`config.mk`:
```
export PLATFORM = sky130hd
export DESIGN_NAME = cordic_vec_flat
export DESIGN_NICKNAME = d
export VERILOG_FILES = /design/src/rtl/cordic_vec_if.sv /design/src/rtl/cordic_vec.sv /design/src/flat_wrapper.sv
export SDC_FILE = /design/constraint.sdc
export NUM_CORES = 1
export LEC_CHECK = 0
export CAP_MARGIN = 20
export CORE_UTILIZATION = 60
export CTS_CLUSTER_DIAMETER = 100
export DETAILED_ROUTE_END_ITERATION = 10
export MAX_ROUTING_LAYER = met4
export PLACE_DENSITY = 0.93
export REMOVE_ABC_BUFFERS = 1
export SYNTH_ARGS = -nofsm -noshare
export SYNTH_HDL_FRONTEND = slang
export SYNTH_SLANG_ARGS = --single-unit
```
`constraint.sdc`:
```
create_clock -name clk -period 9.72 [get_ports clk]
set_input_delay 2.916 -clock clk [delete_from_list [all_inputs] [get_ports clk]]
set_output_delay 2.916 -clock clk [all_outputs]
set_load 0.1 [all_outputs]
```
`src/rtl/cordic_vec_if.sv`:
```
// Request/response bundle for cordic_vec: first-quadrant vector in, angle and magnitude out.
interface cordic_vec_if;
   localparam int unsigned IN_W  = 16;
   localparam int unsigned ANG_W = 16;
   localparam int unsigned MAG_W = 18;

   logic [IN_W-1:0]  x;
   logic [IN_W-1:0]  y;
   logic             in_valid;
   logic             ready;
   logic             out_valid;
   logic [ANG_W-1:0] angle;
   logic [MAG_W-1:0] mag;

   modport master (
      output x, y, in_valid,
      input  ready, out_valid, angle, mag
   );

   modport slave (
      input  x, y, in_valid,
      output ready, out_valid, angle, mag
   );
endinterface

```
`src/rtl/cordic_vec.sv`:
```
// Iterative vectoring-mode CORDIC: first-quadrant (x, y) -> atan2(y, x) and magnitude.
// Define CORDIC_VEC_GAIN_COMP_EN to scale mag by 1/K; otherwise mag is the raw K-scaled xr.
module cordic_vec #(
   parameter int unsigned MAX_ITER = 16
) (
   input  logic        clk,
   input  logic        rstb,
   cordic_vec_if.slave bus
);
   localparam int unsigned IN_W  = 16;
   localparam int unsigned XR_W  = 19;
   localparam int unsigned YR_W  = 18;
   localparam int unsigned ZR_W  = 18;
   localparam int unsigned ANG_W = 16;
   localparam int unsigned MAG_W = 18;
   localparam int unsigned IT_W  = 4;
   localparam logic [IT_W-1:0] LAST_ITER = IT_W'(MAX_ITER - 1);

   typedef enum logic [1:0] {
      IDLE = 2'd0,
      ITER = 2'd1,
      DONE = 2'd2
   } state_t;

   state_t                  state_q, state_d;
   logic signed [XR_W-1:0]  xr_q, xr_d;
   logic signed [YR_W-1:0]  yr_q, yr_d;
   logic signed [ZR_W-1:0]  zr_q, zr_d;
   logic [IT_W-1:0]         iter_q, iter_d;
   logic                    zero_q, zero_d;
   logic                    ready_q, ready_d;
   logic                    out_valid_q, out_valid_d;
   logic [ANG_W-1:0]        angle_q, angle_d;
   logic [MAG_W-1:0]        mag_q, mag_d;

   logic [ANG_W-1:0]        gamma_mem;
   logic signed [ZR_W-1:0]  gamma_s;
   logic signed [YR_W-1:0]  y_shift;
   logic signed [XR_W-1:0]  x_shift;
   logic                    y_nonneg;
   logic [ANG_W-1:0]        angle_c;
   logic [MAG_W-1:0]        mag_c;

   // atan(2^-i) with pi/2 == 2^16
   always_comb begin
      gamma_mem = '0;
      case (iter_q)
         4'd0:  gamma_mem = 16'd32768;
         4'd1:  gamma_mem = 16'd19344;
         4'd2:  gamma_mem = 16'd10221;
         4'd3:  gamma_mem = 16'd5188;
         4'd4:  gamma_mem = 16'd2604;
         4'd5:  gamma_mem = 16'd1303;
         4'd6:  gamma_mem = 16'd652;
         4'd7:  gamma_mem = 16'd326;
         4'd8:  gamma_mem = 16'd163;
         4'd9:  gamma_mem = 16'd81;
         4'd10: gamma_mem = 16'd41;
         4'd11: gamma_mem = 16'd20;
         4'd12: gamma_mem = 16'd10;
         4'd13: gamma_mem = 16'd5;
         4'd14: gamma_mem = 16'd3;
         4'd15: gamma_mem = 16'd1;
      endcase
   end

   assign gamma_s  = ZR_W'(gamma_mem);
   assign y_shift  = yr_q >>> iter_q;
   assign x_shift  = xr_q >>> iter_q;
   assign y_nonneg = ~yr_q[YR_W-1];

   // Accumulated angle saturates into the 16-bit output range
   always_comb begin
      if (zr_q[ZR_W-1]) begin
         angle_c = '0;
      end else if (zr_q[ANG_W]) begin
         angle_c = '1;
      end else begin
         angle_c = zr_q[ANG_W-1:0];
      end
   end

`ifdef CORDIC_VEC_GAIN_COMP_EN
   localparam int unsigned     PROD_W   = MAG_W + 16;
   localparam logic [15:0]     GAIN_INV = 16'd39797;
   assign mag_c = MAG_W'((PROD_W'(xr_q[MAG_W-1:0]) * PROD_W'(GAIN_INV)) >> 16);
`else
   assign mag_c = xr_q[MAG_W-1:0];
`endif

   // Next-state and next-register values
   always_comb begin
      state_d     = state_q;
      xr_d        = xr_q;
      yr_d        = yr_q;
      zr_d        = zr_q;
      iter_d      = iter_q;
      zero_d      = zero_q;
      ready_d     = ready_q;
      out_valid_d = out_valid_q;
      angle_d     = angle_q;
      mag_d       = mag_q;

      case (state_q)
         IDLE: begin
            if (bus.in_valid && ready_q) begin
               xr_d        = XR_W'(bus.x);
               yr_d        = YR_W'(bus.y);
               zr_d        = '0;
               iter_d      = '0;
               zero_d      = (bus.x == IN_W'(0)) && (bus.y == IN_W'(0));
               ready_d     = 1'b0;
               out_valid_d = 1'b0;
               state_d     = ITER;
            end
         end

         ITER: begin
            if (y_nonneg) begin
               xr_d = xr_q + XR_W'(y_shift);
               yr_d = YR_W'(XR_W'(yr_q) - x_shift);
               zr_d = zr_q + gamma_s;
            end else begin
               xr_d = xr_q - XR_W'(y_shift);
               yr_d = YR_W'(XR_W'(yr_q) + x_shift);
               zr_d = zr_q - gamma_s;
            end
            iter_d = iter_q + IT_W'(1);
            if (iter_q == LAST_ITER) begin
               state_d = DONE;
            end
         end

         DONE: begin
            angle_d     = zero_q ? '0 : angle_c;
            mag_d       = zero_q ? '0 : mag_c;
            out_valid_d = 1'b1;
            ready_d     = 1'b1;
            state_d     = IDLE;
         end

         default: begin
            state_d     = IDLE;
            ready_d     = 1'b1;
            out_valid_d = 1'b0;
            angle_d     = '0;
            mag_d       = '0;
         end
      endcase
   end

   always_ff @(posedge clk or negedge rstb) begin
      if (!rstb) begin
         state_q     <= IDLE;
         xr_q        <= '0;
         yr_q        <= '0;
         zr_q        <= '0;
         iter_q      <= '0;
         zero_q      <= 1'b0;
         ready_q     <= 1'b1;
         out_valid_q <= 1'b0;
         angle_q     <= '0;
         mag_q       <= '0;
      end else begin
         state_q     <= state_d;
         xr_q        <= xr_d;
         yr_q        <= yr_d;
         zr_q        <= zr_d;
         iter_q      <= iter_d;
         zero_q      <= zero_d;
         ready_q     <= ready_d;
         out_valid_q <= out_valid_d;
         angle_q     <= angle_d;
         mag_q       <= mag_d;
      end
   end

   assign bus.ready     = ready_q;
   assign bus.out_valid = out_valid_q;
   assign bus.angle     = angle_q;
   assign bus.mag       = mag_q;
endmodule

```
`src/flat_wrapper.sv`:
```
// flat-port wrapper written by rule: the top's interface ports become plain ports
module cordic_vec_flat 
#(
   parameter int unsigned MAX_ITER = 16
)
  (clk, rstb, bus_x, bus_y, bus_in_valid, bus_ready, bus_out_valid, bus_angle, bus_mag);
  cordic_vec_if bus_i ();
  input  logic clk;
  input  logic rstb;
  input wire logic [$bits(bus_i.x)-1:0] bus_x;
  input wire logic [$bits(bus_i.y)-1:0] bus_y;
  input wire logic [$bits(bus_i.in_valid)-1:0] bus_in_valid;
  output wire logic [$bits(bus_i.ready)-1:0] bus_ready;
  output wire logic [$bits(bus_i.out_valid)-1:0] bus_out_valid;
  output wire logic [$bits(bus_i.angle)-1:0] bus_angle;
  output wire logic [$bits(bus_i.mag)-1:0] bus_mag;
  assign bus_i.x = bus_x;
  assign bus_i.y = bus_y;
  assign bus_i.in_valid = bus_in_valid;
  assign bus_ready = bus_i.ready;
  assign bus_out_valid = bus_i.out_valid;
  assign bus_angle = bus_i.angle;
  assign bus_mag = bus_i.mag;
  cordic_vec #(.MAX_ITER(MAX_ITER)) u_core (.clk(clk), .rstb(rstb), .bus(bus_i));
endmodule
```
==> flow_summary.html, run 1 <==
<table>
<tr><th>Metric</th><th>Value</th></tr>
<tr><th colspan="2">Timing</th></tr>
<tr><td>Clock period minus final worst setup slack</td><td>5.49 ns</td></tr>
<tr><td>Final Max Slew Viols</td><td>0</td></tr>
<tr><td>Slew headroom</td><td>34.7%</td></tr>
<tr><td>Final setup violation count</td><td>0</td></tr>
<tr><td>Fmax</td><td>182 MHz</td></tr>
<tr><td>Aggregate negative setup slack</td><td>0 ns</td></tr>
<tr><td>Final cycle utilization of the critical path</td><td>56.5%</td></tr>
<tr><td>Clk_skew</td><td>0.0105 ns</td></tr>
<tr><td>Setup repair after global routing missed its margin</td><td>no</td></tr>
<tr><td>Endpoints failing hold</td><td>0</td></tr>
<tr><td>Slew at the pin closest to its max-slew limit</td><td>0.976 ns</td></tr>
<tr><th colspan="2">Logic synthesis</th></tr>
<tr><td>Number of flops mapped to enable cells by yosys</td><td>0</td></tr>
<tr><td>Flip-flop and latch count after synthesis</td><td>98</td></tr>
<tr><td>Share of synthesized area occupied by flip-flops and latches</td><td>25.2%</td></tr>
<tr><td>Yosys warns</td><td>0</td></tr>
<tr><td>Cell count after synthesis</td><td>1172</td></tr>
<tr><td>Most used flip-flop cell after synthesis</td><td>dfrtp_1</td></tr>
<tr><td>Per-instance average area after synthesis</td><td>8.31 um2</td></tr>
<tr><td>Post-synthesis cell area</td><td>0.00974 mm2</td></tr>
<tr><td>Proportion of register bits with asynchronous set or reset after synthesis</td><td>100%</td></tr>
<tr><td>Unique masters post-synth</td><td>88</td></tr>
<tr><th colspan="2">Detailed routing</th></tr>
<tr><td>Uppermost routed layer</td><td>met4</td></tr>
<tr><td>Vias</td><td>9235</td></tr>
<tr><td>Via/cell ratio</td><td>6.52</td></tr>
<tr><td>Number of violations reported at the end of detailed-routing iteration 0</td><td>847</td></tr>
<tr><td>Total met2 wirelength after detailed routing</td><td>12600 um</td></tr>
<tr><td>Antenna violation net count after detailed routing</td><td>0</td></tr>
<tr><td>Average wire length per cell after detail routing</td><td>18.7 um</td></tr>
<tr><td>Amount of wire on met3 after detailed routing</td><td>1910 um</td></tr>
<tr><td>Post-route met1 wirelength</td><td>10900 um</td></tr>
<tr><td>Router iterations before antenna repair</td><td>5</td></tr>
<tr><td>Final WL</td><td>26500 um</td></tr>
<tr><td>DRC errors left</td><td>0</td></tr>
<tr><th colspan="2">Clocking</th></tr>
<tr><td>CTS tree</td><td>built</td></tr>
<tr><td>Clock buffers created by TritonCTS</td><td>9</td></tr>
<tr><td>Max clock buf depth</td><td>2</td></tr>
<tr><td>Cells resized by post-CTS repair</td><td>0</td></tr>
<tr><td>H-Tree Depth</td><td>3</td></tr>
<tr><td>Later-pin clock latency in the skew report</td><td>0.37 ns</td></tr>
<tr><td>Root Buffer</td><td>clkbuf_16</td></tr>
<tr><td>Sinks on the clock net</td><td>98</td></tr>
<tr><td>Postcts setup bufs</td><td>0</td></tr>
<tr><td>Clk slew on worst S/H paths</td><td>0.07 ns</td></tr>
<tr><td>Post-cts hold buffer count</td><td>0</td></tr>
<tr><th colspan="2">Worst setup path</th></tr>
<tr><td>Worst r2r dst</td><td>u_core.zr_q[17]$_DFFE_PN0P_</td></tr>
<tr><td>R2R setup slack</td><td>4.23 ns</td></tr>
<tr><td>Critical Path Sink Type</td><td>flip-flop</td></tr>
<tr><td>Endpoint arrival time on the critical path</td><td>5.77 ns</td></tr>
<tr><td>Crit. Startpoint</td><td>u_core.iter_q[0]$_DFFE_PN0P_</td></tr>
<tr><td>CP startpoint kind</td><td>flip-flop</td></tr>
<tr><td>Register-to-Register Path Depth</td><td>20</td></tr>
<tr><td>Worst EP required</td><td>9.99 ns</td></tr>
<tr><td>FF-to-FF Start</td><td>u_core.iter_q[0]$_DFFE_PN0P_</td></tr>
<tr><td>Max FO, Critical Path</td><td>58</td></tr>
<tr><td>Type of the worst setup path</td><td>flip-flop to flip-flop</td></tr>
<tr><td>Worst setup path end</td><td>u_core.zr_q[17]$_DFFE_PN0P_</td></tr>
<tr><th colspan="2">Final layout</th></tr>
<tr><td>Fraction of layout cells with a size suffix above 1</td><td>8.92%</td></tr>
<tr><td>Synth-to-layout area growth</td><td>10.9%</td></tr>
<tr><td>Fillcell total</td><td>1265</td></tr>
<tr><td>Layout net count</td><td>1296</td></tr>
<tr><td>Commonest non-fill, non-tap cell in the layout</td><td>nand2_1</td></tr>
<tr><td>Antenna cells</td><td>0</td></tr>
<tr><td>Combined area of the multi-input logic cells</td><td>0.00670 mm2</td></tr>
<tr><td>Most frequent cells in the layout</td><td>nand2_1, o21ai_0, nor2_1</td></tr>
<tr><td>Sequential cell area</td><td>0.00246 mm2</td></tr>
<tr><th colspan="2">Run status</th></tr>
<tr><td>Outcome</td><td>finished, final reports clean</td></tr>
<tr><th colspan="2">GRT</th></tr>
<tr><td>GRT Residual Overflow</td><td>0</td></tr>
<tr><td>Overall routing resource usage</td><td>33.6%</td></tr>
<tr><td>Antenna violations before repair</td><td>0</td></tr>
<tr><td>First-pass GRT wire length</td><td>42500 um</td></tr>
<tr><td>Maximum number of pins on one net before global-route repair</td><td>73</td></tr>
<tr><td>Via count of the first global-routing pass</td><td>8522</td></tr>
<tr><th colspan="2">Run</th></tr>
<tr><td>MaxCap Viol Count</td><td>0</td></tr>
<tr><th colspan="2">Floorplanning</th></tr>
<tr><td>Number of top-level design ports</td><td>71</td></tr>
<tr><td>Die Wd</td><td>129 um</td></tr>
<tr><td>FP Rows</td><td>46</td></tr>
<tr><td>Initial standard-cell utilization of the core</td><td>61.3%</td></tr>
<tr><td>Core box area</td><td>0.0159 mm2</td></tr>
<tr><td>Height of the die</td><td>129 um</td></tr>
<tr><td>Area of the die</td><td>0.0167 mm2</td></tr>
<tr><th colspan="2">Place</th></tr>
<tr><td>Final weighted congestion in routability-driven placement</td><td>0.959</td></tr>
<tr><td>Detailed placer's ending HPWL</td><td>19000 um</td></tr>
<tr><td>Input/output buffers</td><td>70</td></tr>
<tr><th colspan="2">Worst hold path</th></tr>
<tr><td>Cell count of the worst hold path</td><td>2</td></tr>
<tr><td>Tightest Hold Check Type</td><td>flip-flop to flip-flop</td></tr>
</table>
==> kinds of logic (layout without fill, tap and decap cells) <==
logic type,count (synthesis),count (layout),synth area share (%)
compound gates,347,347,22.1
xor+xnor,74,74,6.66
flops,98,98,25.2
mux,93,93,14.0
buf+inv,135,163,6.08
simple gates,360,360,17.4
fa+ha+maj,65,65,8.58
==> state kept, by name, indices dropped and copies added (netlist names) <==
name	count
u_core.bus.angle	16
u_core.bus.mag	18
u_core.bus.out_valid	1
u_core.bus.ready	1
u_core.iter_q	4
u_core.state_q	2
u_core.xr_q	19
u_core.yr_q	18
u_core.zero_q	1
u_core.zr_q	18
==> final cells by class <==
class	count	share of cell area (%)
well taps	216	2.50
repair buffers	84	7.55
inverters	64	2.22
clock buffers	10	2.21
clock inverters	5	0.799
multi-input cells	939	62.0
flip-flops and latches	98	22.7
==> metal layers <==
metal  up-vias  global-route usage [%]
met3        85                    5.70
met5         -                       -
li1       4312                       -
met4         0                    16.7
met2       443                    52.5
met1      4395                    42.0
==> critical path, stage by stage (launching register included) <==
cell and delay (ns):
dfrtp_2 0.35, buf_4 0.59, inv_1 0.53, ha_1 0.47, mux4_2 0.52, inv_1 0.07, ha_1 0.15, nor2b_1 0.24
nand2_1 0.11, nor3_1 0.19, nor2_1 0.12, xnor2_1 0.17, ha_1 0.38, nand2_1 0.10, o21ai_0 0.26, nand3_1 0.14
and3_1 0.18, o31a_1 0.31, xnor2_1 0.22, a21oi_1 0.11, o22ai_1 0.17
==> synth_stat cells, types with 6 or more instances <==
cell / number / area (um2)
ha_1: 62 / 776
nand2_1: 128 / 480
nor4_1: 12 / 75.1
mux4_2: 24 / 541
xor2_1: 23 / 201
mux2i_1: 27 / 270
and3_1: 6 / 37.5
a21oi_1: 74 / 370
xnor2_1: 51 / 447
or3_1: 12 / 75.1
nand3_1: 17 / 85.1
nor2b_1: 13 / 81.3
clkbuf_1: 45 / 169
o31ai_1: 6 / 45.0
buf_2: 7 / 35.0
o22ai_1: 47 / 294
dfrtp_1: 97 / 2430
buf_1: 9 / 33.8
nor2_1: 102 / 383
a21o_1: 23 / 173
o21ai_0: 103 / 515
a31oi_1: 14 / 87.6
o21a_1: 7 / 52.6
nand4_1: 6 / 37.5
nand2b_1: 13 / 81.3
mux2_1: 7 / 78.8
nor3b_1: 8 / 60.1
nor3_1: 18 / 90.1
inv_1: 62 / 233
mux2_2: 29 / 327
a211oi_1: 9 / 67.6
==> how the worst min path moves through the flow <==
stage / startpoint / end / slack, ns
after global routing: u_core.bus.ready$_DFFE_PN1P_ / u_core.bus.ready$_DFFE_PN1P_ / 0.55
after CTS: u_core.zero_q$_DFFE_PN0P_ / u_core.zero_q$_DFFE_PN0P_ / 0.52
after global placement: u_core.zero_q$_DFFE_PN0P_ / u_core.zero_q$_DFFE_PN0P_ / 0.49
final: u_core.xr_q[0]$_DFFE_PN0P_ / u_core.bus.mag[0]$_DFFE_PN0N_ / 0.52
after detailed placement: u_core.zero_q$_DFFE_PN0P_ / u_core.zero_q$_DFFE_PN0P_ / 0.50
after floorplan: u_core.xr_q[0]$_DFFE_PN0P_ / u_core.bus.mag[0]$_DFFE_PN0N_ / 0.47
==> metrics by stage <==
stage | hold slack, ns | utilization (%) | instances | instance area, um2 | setup slack [ns]
2_1_floorplan | 0.467 | - | 1101 | 9390 | 3.72
3_3_place_gp | 0.487 | 65.8 | 1400 | 10500 | 4.21
3_5_place_dp | 0.504 | 65.8 | 1400 | 10500 | 4.08
4_1_cts | 0.521 | 67.9 | 1415 | 10800 | 4.07
5_1_grt | 0.546 | 68.0 | 1416 | 10800 | 3.80
6_report | 0.518 | 68.0 | 1416 | 10800 | 4.23
Power of run 1 is not shown: default switching activity piles up to over one toggle a cycle in this logic, so the estimate is an artifact.
==> run 2, diff against run 1 <==
==> constraint.sdc (replaced) <==
create_clock -name clk -period 5.35 [get_ports clk]
set_input_delay 1.605 -clock clk [delete_from_list [all_inputs] [get_ports clk]]
set_output_delay 1.605 -clock clk [all_outputs]
set_load 0.1 [all_outputs]
==> run 2 against run 1 <==
  * Wire length rose by 7.8%
  * Final cell count is 2.2% higher
  * Via count is 1.4% higher
  * Die area stayed put
  * Count of clock-buffer cells in the layout unchanged
  * Critical path depth shrank 2
==> flow_summary.html, run 2 (synthesized netlist as in run 1, its figures left out) <==
<table>
<tr><th>Metric</th><th>Value</th></tr>
<tr><th colspan="2">Run status</th></tr>
<tr><td>Outcome</td><td>finished, final reports clean</td></tr>
<tr><th colspan="2">Timing</th></tr>
<tr><td>Clk_skew</td><td>0.0126 ns (+0.00213 ns)</td></tr>
<tr><td>Hold Slack</td><td>0.523 ns (+0.00515 ns)</td></tr>
<tr><td>Fmax</td><td>196 MHz (+7.6%)</td></tr>
<tr><td>Slew headroom</td><td>30.5% (-4.2 points)</td></tr>
<tr><td>Slew at the pin closest to its max-slew limit</td><td>1.04 ns (+0.0622 ns)</td></tr>
<tr><td>Final cycle utilization of the critical path</td><td>95.5% (+39 points)</td></tr>
<tr><td>Clock period minus final worst setup slack</td><td>5.11 ns (-0.386 ns)</td></tr>
<tr><td>Final Max Slew Viols</td><td>0 (unchanged)</td></tr>
<tr><td>Endpoints failing hold</td><td>0 (unchanged)</td></tr>
<tr><td>Setup repair after global routing missed its margin</td><td>no</td></tr>
<tr><td>Post-route worst setup slack</td><td>0.243 ns (-3.98 ns)</td></tr>
<tr><td>Final setup violation count</td><td>0 (unchanged)</td></tr>
<tr><th colspan="2">Final layout</th></tr>
<tr><td>Antenna cells</td><td>0 (unchanged)</td></tr>
<tr><td>Commonest non-fill, non-tap cell in the layout</td><td>nand2_1</td></tr>
<tr><td>Flip-flop count of the largest register, all copies and words added</td><td>19 (unchanged)</td></tr>
<tr><td>Layout net count</td><td>1326 (+2.3%)</td></tr>
<tr><td>Fraction of layout cells with a size suffix above 1</td><td>11.4% (+2.5 points)</td></tr>
<tr><td>Synth-to-layout area growth</td><td>13.2%</td></tr>
<tr><td>Most frequent cells in the layout</td><td>nand2_1, o21ai_0, nor2_1</td></tr>
<tr><td>Register containing the most flip-flops in the final layout</td><td>u_core.xr_q</td></tr>
<tr><th colspan="2">Clocking</th></tr>
<tr><td>H-Tree Depth</td><td>3 (unchanged)</td></tr>
<tr><td>Post-cts hold buffer count</td><td>0 (unchanged)</td></tr>
<tr><td>Later-pin clock latency in the skew report</td><td>0.37 ns (about the same)</td></tr>
<tr><td>CTS tree</td><td>built</td></tr>
<tr><td>Clock buffers created by TritonCTS</td><td>9 (unchanged)</td></tr>
<tr><td>Clk slew on worst S/H paths</td><td>0.08 ns (about the same)</td></tr>
<tr><td>Root Buffer</td><td>clkbuf_16</td></tr>
<tr><td>Sinks on the clock net</td><td>98 (unchanged)</td></tr>
<tr><td>Max clock buf depth</td><td>2 (unchanged)</td></tr>
<tr><th colspan="2">Place</th></tr>
<tr><td>Pre-CTS worst setup slack</td><td>0.185 ns (-3.90 ns)</td></tr>
<tr><td>Final weighted congestion in routability-driven placement</td><td>1.05 (+9.2%)</td></tr>
<tr><td>Input/output buffers</td><td>70 (unchanged)</td></tr>
<tr><td>Detailed placer's ending HPWL</td><td>21200 um (+12%)</td></tr>
<tr><th colspan="2">Detailed routing</th></tr>
<tr><td>Vias</td><td>9363 (+1.4%)</td></tr>
<tr><td>DRC errors left</td><td>0 (unchanged)</td></tr>
<tr><td>Via/cell ratio</td><td>6.47 (-0.79%)</td></tr>
<tr><td>Number of violations reported at the end of detailed-routing iteration 0</td><td>800 (-5.5%)</td></tr>
<tr><td>Average wire length per cell after detail routing</td><td>19.8 um (+5.5%)</td></tr>
<tr><td>Final WL</td><td>28600 um (+7.8%)</td></tr>
<tr><td>Antenna violation net count after detailed routing</td><td>0 (unchanged)</td></tr>
<tr><td>Router iterations before antenna repair</td><td>5 (unchanged)</td></tr>
<tr><th colspan="2">Floorplanning</th></tr>
<tr><td>Core box area</td><td>0.0159 mm2 (unchanged)</td></tr>
<tr><td>Number of top-level design ports</td><td>71 (unchanged)</td></tr>
<tr><td>Height of the die</td><td>129 um (unchanged)</td></tr>
<tr><td>Initial standard-cell utilization of the core</td><td>61.3% (unchanged)</td></tr>
<tr><td>Area of the die</td><td>0.0167 mm2 (unchanged)</td></tr>
<tr><td>Die Wd</td><td>129 um (unchanged)</td></tr>
<tr><td>FP Rows</td><td>46 (unchanged)</td></tr>
<tr><th colspan="2">GRT</th></tr>
<tr><td>Antenna violations before repair</td><td>0 (unchanged)</td></tr>
<tr><td>Overall routing resource usage</td><td>35.9% (+2.4 points)</td></tr>
<tr><td>GRT Residual Overflow</td><td>0 (unchanged)</td></tr>
<tr><td>Via count of the first global-routing pass</td><td>8782 (+3.1%)</td></tr>
<tr><td>First-pass GRT wire length</td><td>44800 um (+5.5%)</td></tr>
<tr><td>Maximum number of pins on one net before global-route repair</td><td>77 (+5.5%)</td></tr>
<tr><th colspan="2">Worst setup path</th></tr>
<tr><td>Critical Path Sink Type</td><td>flip-flop</td></tr>
<tr><td>Register-to-Register Path Depth</td><td>18 (-10%)</td></tr>
<tr><td>R2R setup slack</td><td>0.24 ns (-3.98 ns)</td></tr>
<tr><td>Endpoint arrival time on the critical path</td><td>5.31 ns (-0.46 ns)</td></tr>
<tr><td>FF-to-FF Start</td><td>u_core.iter_q[1]$_DFFE_PN0P_</td></tr>
<tr><td>Type of the worst setup path</td><td>flip-flop to flip-flop</td></tr>
<tr><td>Max FO, Critical Path</td><td>20 (-66%)</td></tr>
<tr><td>Worst EP required</td><td>5.55 ns (-4.44 ns)</td></tr>
<tr><td>CP startpoint kind</td><td>flip-flop</td></tr>
<tr><td>Worst r2r dst</td><td>u_core.yr_q[16]$_DFFE_PN0P_</td></tr>
<tr><th colspan="2">Worst hold path</th></tr>
<tr><td>Tightest Hold Check Type</td><td>flip-flop to flip-flop</td></tr>
<tr><td>Hold EP</td><td>u_core.bus.mag[13]$_DFFE_PN0N_</td></tr>
<tr><td>Hold path start</td><td>u_core.bus.mag[13]$_DFFE_PN0N_</td></tr>
<tr><td>Cell count of the worst hold path</td><td>2 (unchanged)</td></tr>
<tr><th colspan="2">Run</th></tr>
<tr><td>MaxCap Viol Count</td><td>0 (unchanged)</td></tr>
</table>
==> run 2: repair_timing <==
item	4_1_cts	5_1_grt
endpoints found under the setup margin	0	2
gates resized for setup	0	4
setup buffers	0	7
==> run 2: worst max path at each step <==
stage	to	slack, ns	cells past startpoint	start
2_1_floorplan	u_core.xr_q[18]$_DFFE_PN0P_	-0.65	17	u_core.iter_q[3]$_DFFE_PN0P_
3_3_place_gp	u_core.yr_q[16]$_DFFE_PN0P_	0.35	18	u_core.iter_q[1]$_DFFE_PN0P_
3_5_place_dp	u_core.yr_q[16]$_DFFE_PN0P_	0.19	18	u_core.iter_q[1]$_DFFE_PN0P_
4_1_cts	u_core.yr_q[16]$_DFFE_PN0P_	0.17	18	u_core.iter_q[1]$_DFFE_PN0P_
5_1_grt	u_core.yr_q[16]$_DFFE_PN0P_	0.02	18	u_core.iter_q[1]$_DFFE_PN0P_
6_report	u_core.yr_q[16]$_DFFE_PN0P_	0.24	18	u_core.iter_q[1]$_DFFE_PN0P_
==> run 2: through the flow <==
| step | utilization (%) | setup TNS (ns) | area, um2 | std cells |
|---|---|---|---|---|
| final | 69.4 | 0 | 11000 | 1447 |
| after global routing | 69.4 | 0 | 11000 | 1447 |
| after CTS | 69.0 | 0 | 11000 | 1440 |
| after detailed placement | 67.2 | 0 | 10700 | 1424 |
| after global placement | 67.1 | 0 | 10700 | 1423 |
| after floorplan | - | -4.65 | 9390 | 1101 |
==> run 2: worst max-delay path: stages, from the launching register on <==
cell and delay [ns]:
dfrtp_4 0.63, buf_4 0.25, mux2_2 0.38, mux2_2 0.27, mux4_2 0.50, inv_1 0.08, ha_1 0.22, mux2_2 0.29
fa_1 0.44, a21o_1 0.18, a21oi_1 0.22, nor2b_1 0.07, o21a_1 0.20, o41ai_1 0.32, buf_4 0.21, o31ai_1 0.10
o41ai_1 0.31, xor2_1 0.16, o21ai_0 0.09
==> run 2: area by class of cell <==
cell class	count	area (um2)
Clock buffer	10	239
Fill cell	1282	4860
Sequential cell	98	2460
Inverter	64	240
Tap cell	216	270
Clock inverter	6	55.1
Timing Repair Buffer	114	1060
Multi-Input combinational cell	939	6700
==> run 2: routing by layer <==
metal	track usage, %	routed length, um	vias to the layer above
met4	16.0	1230	0
met1	43.9	12000	4469
met3	5.70	1920	98
li1	-	-	4376
met2	58.7	13400	420
met5	-	0	-
Power of run 2 is left out for the same reason.
